--- config.mk ---
export PLATFORM = sky130hd
export DESIGN_NAME = conv_result_streamer
export DESIGN_NICKNAME = d
export VERILOG_FILES = /design/src/rtl/conv_result_streamer.sv
export SDC_FILE = /design/constraint.sdc
export NUM_CORES = 1
export LEC_CHECK = 0
export CAP_MARGIN = 0
export CORE_UTILIZATION = 52
export DETAILED_ROUTE_END_ITERATION = 10
export MAX_ROUTING_LAYER = met4
export PLACE_DENSITY_LB_ADDON = 0.2
export SYNTH_ARGS = -nofsm -noshare
export SYNTH_HDL_FRONTEND = slang
export SYNTH_SLANG_ARGS = --single-unit
--- constraint.sdc ---
create_clock -name clk -period 2.8 [get_ports clk]
set_input_delay 0.28 -clock clk [delete_from_list [all_inputs] [get_ports clk]]
set_output_delay 0.28 -clock clk [all_outputs]
set_load 0.02 [all_outputs]
--- src/rtl/conv_result_streamer.sv ---
// Streams memZ results out on a valid/ready interface after a convolution.
// memZ reads go through a 2-entry prefetch FIFO gated by a credit count.
module conv_result_streamer #(
   parameter int DATA_WIDTH = 8,
   parameter int ADDR_WIDTH = 5
) (
   input  logic                    clk,
   input  logic                    rst,
   input  logic                    start,
   input  logic [ADDR_WIDTH-1:0]   sizeX,
   input  logic [ADDR_WIDTH-1:0]   sizeY,
   output logic                    memZ_rd_en,
   output logic [ADDR_WIDTH:0]     memZ_rd_addr,
   input  logic [2*DATA_WIDTH-1:0] memZ_rd_data,
   output logic [2*DATA_WIDTH-1:0] out_data,
   output logic                    out_valid,
   input  logic                    out_ready,
   output logic                    out_last,
   output logic                    busy_out,
   output logic                    done_out
);
   localparam int AW1 = ADDR_WIDTH + 1;
   localparam int ZW  = 2 * DATA_WIDTH;

   typedef enum logic [1:0] {S_IDLE, S_STREAM, S_DONE} state_e;

   state_e           state_q, state_d;
   logic [AW1-1:0]   len_q, len_d;
   logic [AW1-1:0]   rd_addr_q, rd_addr_d;
   logic [AW1-1:0]   beat_q, beat_d;
   logic             inflight_q, inflight_d;
   logic [ZW-1:0]    fifo_q [2];
   logic             wr_ptr_q, rd_ptr_q;
   logic [1:0]       cnt_q;

   logic [AW1-1:0]   len_calc;
   logic [2:0]       pend;
   logic             issue, pop, push, flush, is_last;

   assign len_calc  = {1'b0, sizeX} + {1'b0, sizeY} - AW1'(1);
   assign out_valid = (cnt_q != 2'd0);
   assign out_data  = fifo_q[rd_ptr_q];
   assign pop       = out_valid & out_ready;
   assign push      = inflight_q;
   // Words already committed: buffered plus the read whose data lands this cycle.
   assign pend      = {1'b0, cnt_q} + {2'b00, inflight_q};
   assign is_last   = (beat_q == len_q - AW1'(1));
   assign out_last  = out_valid & is_last;

   assign memZ_rd_en   = issue;
   assign memZ_rd_addr = rd_addr_q;

   always_comb begin
      state_d   = state_q;
      len_d     = len_q;
      rd_addr_d = rd_addr_q;
      beat_d    = beat_q;
      issue     = 1'b0;
      flush     = 1'b0;
      busy_out  = 1'b0;
      done_out  = 1'b0;
      case (state_q)
         S_IDLE: begin
            if (start) begin
               len_d     = len_calc;
               rd_addr_d = '0;
               beat_d    = '0;
               flush     = 1'b1;
               state_d   = (sizeX == '0 || sizeY == '0) ? S_DONE : S_STREAM;
            end
         end
         S_STREAM: begin
            busy_out = 1'b1;
            issue    = (rd_addr_q < len_q) && (pend < (3'd2 + {2'b00, pop}));
            if (issue) rd_addr_d = rd_addr_q + AW1'(1);
            if (pop) begin
               beat_d = beat_q + AW1'(1);
               if (is_last) state_d = S_DONE;
            end
         end
         S_DONE: begin
            done_out = 1'b1;
            state_d  = S_IDLE;
         end
         default: state_d = S_IDLE;
      endcase
      inflight_d = issue;
   end

   always_ff @(posedge clk) begin
      if (rst) begin
         state_q    <= S_IDLE;
         len_q      <= '0;
         rd_addr_q  <= '0;
         beat_q     <= '0;
         inflight_q <= 1'b0;
      end else begin
         state_q    <= state_d;
         len_q      <= len_d;
         rd_addr_q  <= rd_addr_d;
         beat_q     <= beat_d;
         inflight_q <= inflight_d;
      end
   end

   // Reset drops inflight_q, so a read issued just before reset is never pushed.
   always_ff @(posedge clk) begin
      if (rst || flush) begin
         wr_ptr_q  <= 1'b0;
         rd_ptr_q  <= 1'b0;
         cnt_q     <= 2'd0;
         fifo_q[0] <= '0;
         fifo_q[1] <= '0;
      end else begin
         if (push) begin
            fifo_q[wr_ptr_q] <= memZ_rd_data;
            wr_ptr_q         <= ~wr_ptr_q;
         end
         if (pop) rd_ptr_q <= ~rd_ptr_q;
         cnt_q <= cnt_q + {1'b0, push} - {1'b0, pop};
      end
   end
endmodule

Yosys cells after proc, flatten, opt, wreduce, memory -nomap -nowiden
Memories as Yosys holds them, arrays and structs flattened. A register that Yosys moved wholly into a read port is not among the register bits.
Cells that the tools add are included.
{"block": "word_totals", "ram_bits": 32, "out_inout_bits": 27, "register_bits": 25, "elab_cells": 69, "input_bits": 30, "n_memories": 1}
{"block": "op_classes", "add_sub_neg": 9, "bitwise": 4, "eq_ne": 7, "reduce_logical": 13, "order_cmp": 2, "n_mux": 25}
{"name": "fifo_q", "depth": 2, "word_bits": 16, "rd": 1, "rd_ports_with_merged_regs": 1, "wr": 2, "line_no": "32", "rtl": "logic [ZW-1:0] fifo_q [2];"}
{"op": "$pmux W6 S2", "n": 2}
{"op": "$mux W6", "n": 3}
{"op": "$mux W16", "n": 1}
{"op": "$reduce_or A16 Y1", "n": 1}
{"op": "$mux W1", "n": 14}
{"op": "$add A6 B1 Y6 const B", "n": 2}
{"op": "$sub A6 B1 Y6 const B", "n": 2}
{"op": "$logic_not A5 Y1", "n": 2}
{"op": "$reduce_and A3 Y1", "n": 3}
{"op": "$mux W2", "n": 4}
{"op": "$ne A2 B2 Y1 const B", "n": 4}
{"op": "$add A5 B5 Y6", "n": 1}
{"op": "$eq A6 B6 Y1", "n": 1}
{"op": "$lt A6 B6 Y1", "n": 1}
{"op": "$pmux W2 S2", "n": 1}
{"op": "$reduce_bool A2 Y1", "n": 2}
{"op": "$add A2 B1 Y3", "n": 1}
{"op": "$add A2 B1 Y3 const A", "n": 1}
{"op": "$lt A3 B3 Y1", "n": 1}
{"op": "$add A2 B1 Y2", "n": 1}
{"op": "$and A1 B1 Y1", "n": 2}
{"op": "$eq A2 B1 Y1 const B", "n": 1}
{"op": "$eq A2 B2 Y1 const B", "n": 1}
{"op": "$logic_not A2 Y1", "n": 1}
{"op": "other kinds (5)", "n": 7}

Longest topological paths before layout
{"block": "depth", "depth_word": 7, "mapped_depth": 11, "ltp_nobuf": 11}

Least setup slack after synthesis
No wires, ideal clock.
{"block": "synth_timing", "path_type": "register to output", "startpoint": "reg len_q[0]", "endpoint": "out out_last", "path_slack_ps": 593, "required_ps": 2520, "path_stages_with_launch": 7, "path_buffers": 0, "arrival_time_ps": 1927, "path_cell_list": "dfxtp_1 -> inv_1 -> ha_1 -> o21ba_1 -> a221oi_1 -> a41oi_1 -> nor4_1"}
{"block": "synth_via", "elab_chain_len": 3}
{"element": "from (decl)", "line_no": "28", "rtl": "logic [AW1-1:0] len_q, len_d;"}
{"element": "from (signal assigned)", "line_no": "99", "rtl": "len_q <= len_d;"}
{"element": "$sub A6 B1 Y6", "line_no": "47", "rtl": "assign is_last = (beat_q == len_q - AW1'(1));"}
{"element": "$eq A6 B6 Y1", "line_no": "47"}
{"element": "$and A1 B1 Y1", "line_no": "48", "rtl": "assign out_last = out_valid & is_last;"}
{"element": "to (decl)", "line_no": "18", "rtl": "output logic out_last,"}
No other way between the ends.

Worst setup path after layout
Same ends and word-level chain as after synthesis.

==> flow_summary_export.csv <==
group,metric,value,unit
logic_synthesis,avgSynthCellArea,10.4,um2
critical_path,critPathArrivalTime,2300,ps
cts,clock_latency,330,ps
floorplanning,rows,27,
logic_synthesis,syn-instance-count,300,
critical_path,endpoint_kind,"primary output",
route,via_per_inst,5.18,
final_layout,finalNonFillerCells,439,
floorplanning,initial_core_util,55.4,%
placed_design,io_buffers,56,
timing,tightest_slew,733,ps
timing,finalClockSkew,7.08,ps
grt,grt_overflow,0,
flow_run,drv_cap,0,
cts,cts_tree,"done",
logic_synthesis,netlist_area,3120,um2
grt,first_global_vias,2178,
logic_synthesis,dominantRegCellSynth,"edfxtp_1",
floorplanning,io_pins,57,
placed_design,place.gp.congestion,0.818,
critical_path,cp-start-kind,"flop",
critical_path,critPathKind,"reg2out",
cts,post_cts_buffers,0,
timing,max_slew_margin,51.1,%
logic_synthesis,ys.warnings.count,0,
final_layout,fill_cells,425,
grt,grt_pass1_wl,9640,um
timing,tns,0,ps
route,ant_nets,0,
placed_design,dp_cells,423,
route,routed_wl,5830,um
hold_path,hp-class,"reg2reg",
final_layout,regArea,1480,um2
logic_synthesis,yosys.cell_types.count,43,
placed_design,hpwl,4330,um
cts,cts_max_path_buffers,2,
grt,antenna_found_initial,0,
cts,clockRootBuffer,"clkbuf_8",
route,vias,2275,
final_layout,multiInputGateArea,1480,um2
timing,min_period,2580,ps
logic_synthesis,synth_edf_count,32,
logic_synthesis,synth_seq_cells,58,
critical_path,cp.required,2520,ps
timing,setup_viol,0,
logic_synthesis,async_flop_share,0,%
final_layout,drive_gt1_share,11.7,%
route,drt-initial-drc-count,114,
floorplanning,die_h,79.5,um
route,drt-wirelength-per-cell,13.3,um
critical_path,cp_max_fo,5,
final_layout,fin_nets,414,
floorplanning,die_w,79.5,um
final_layout,antenna_cells,0,
floorplanning,die-area,6320,um2
timing,holdWs,484,ps
route,drc,0,
final_layout,syn_to_final_growth,28.2,%
grt,grt_use_total,21.0,%
cts,cts_buffers,9,
timing,rsz0062_at_grt,"no",
power,p_per_area,588,nW/um2
power,p_leak,1.69,nW
logic_synthesis,ys_seq_area_share,47.4,%
cts,cts_num_sinks,58,
cts,path_clk_slew,60,ps
placed_design,place_area,3770,um2
route,first_pass_iters,4,
timing,layout_worst_path_cycle_share,92.2,%
cts,h-tree-depth,3,
timing,slew_violations,0,
grt,grt_max_degree,17,
floorplanning,core,5640,um2
logic_synthesis,syn-num-nets,352,
run_status,status,"complete, no violations",
final_layout,final_area,4010,um2
power,peakVddDrop,0.401,mV
timing,hold_viol,0,
timing,fmax,0.387,GHz
## layout make-up
type	instances	area share, %
clock buffer	11	3.28
sequential	58	37.0
inverter	31	2.91
multi-input combinational	200	36.8
timing repair buffer	62	15.2
tap	72	2.25
clock inverter	5	2.56
## metal layers
metal | part of all wire, % | wire length [um] | GRT usage (%)
met5 | 0 | 0 | -
met3 | 4.3 | 253 | 5.83
met2 | 49 | 2880 | 33.4
met1 | 45 | 2610 | 24.9
met4 | 1.4 | 83 | 8.91
## cell usage after synthesis, types with 2 or more instances
cell type / count / area share, %
nand2_1: 13 / 1.6
o211ai_1: 2 / 0.48
o31ai_1: 4 / 0.96
and2_1: 33 / 6.6
nor4_1: 2 / 0.40
a21oi_1: 12 / 1.9
and3_1: 3 / 0.60
clkbuf_1: 8 / 0.96
nand3_1: 8 / 1.3
ha_1: 21 / 8.4
dfxtp_1: 26 / 17
a211oi_1: 3 / 0.72
xor2_1: 11 / 3.1
inv_1: 31 / 3.7
mux2i_1: 2 / 0.64
nand2b_1: 7 / 1.4
or4_1: 4 / 0.96
nor3_1: 5 / 0.80
nand4_1: 6 / 1.2
mux2_2: 16 / 5.8
nor2_1: 17 / 2.0
o21ai_0: 5 / 0.80
buf_2: 2 / 0.32
nor2b_1: 3 / 0.60
xnor2_1: 5 / 1.4
nor2_2: 3 / 0.60
edfxtp_1: 32 / 31
## cells in the final DEF (no fill, tap or decap), types with 2 or more instances in the layout
cell	n
a211oi_1	3
a21oi_1	12
and2_1	33
and3_1	3
buf_4	6
bufinv_16	3
clkbuf_1	2
clkbuf_8	9
clkdlybuf4s50_1	54
dfxtp_1	26
edfxtp_1	32
ha_1	21
inv_1	31
mux2_2	16
mux2i_1	2
nand2_1	13
nand2b_1	7
nand3_1	8
nand4_1	6
nor2_1	17
nor2_2	3
nor2b_1	3
nor3_1	5
nor4_1	2
o211ai_1	2
o21ai_0	5
o31ai_1	4
or4_1	4
xnor2_1	5
xor2_1	11
## stage by stage
step	setup slack (ps)	total power, mW	util (%)
3_5_place_dp	247	1.46	66.8
3_3_place_gp	300	1.44	66.8
4_1_cts	35.2	2.37	70.9
5_1_grt	24.9	2.46	71.0
2_1_floorplan	593	1.28	-
6_report	217	2.35	71.0
## worst max-delay path, cell delays in order, from the launching register on
cell,delay [ps]
dfxtp_1,410
inv_1,80
ha_1,260
o21ba_1,180
a221oi_1,280
a41oi_1,90
nor4_1,320
clkdlybuf4s15_1,350
## logic make-up after synthesis
logic type | after synthesis | share of synthesized area (%)
multiplexers | 18 | 6.41
flip-flops | 58 | 47.4
adder cells (fa/ha/maj) | 22 | 9.05
AND/OR/NAND/NOR | 109 | 19.3
buffers and inverters | 42 | 5.37
XOR/XNOR | 16 | 4.49
AO/OA/AOI/OAI | 35 | 7.93
## path summary, 6_finish.rpt
kind,depth (start not counted),startpoint,slack (ps),endpoint
worst min-delay path,2,len_q[1]$_SDFFE_PP0P_,480,len_q[1]$_SDFFE_PP0P_
worst min register to register,2,len_q[1]$_SDFFE_PP0P_,480,len_q[1]$_SDFFE_PP0P_
worst max-delay path,7,len_q[0]$_SDFFE_PP0P_,220,out_last
worst max register to register,6,len_q[5]$_SDFFE_PP0P_,650,memZ_rd_addr[5]$_SDFFE_PP0P_
## registers in the layout, summed over array words and instances, names as in the netlist, 2 cells and up, named ones only
signal,flops
beat_q,6
cnt_q,2
fifo_q,32
len_q,6
memZ_rd_addr,6
state_q,2
## where the power goes
group          internal [mW]  switching, mW
combinational          0.215          0.223
sequential             0.959         0.0390
clock                  0.590          0.327
total                   1.76          0.589
## timing repair
| item | CTS | global route |
|---|---|---|
| gates resized for setup | 1 | 2 |
| setup endpoints to repair | 1 | 2 |
| hold buffers | 0 | 0 |
| pin swaps | 0 | 1 |
No activity file was read; power rests on OpenSTA's default activity.
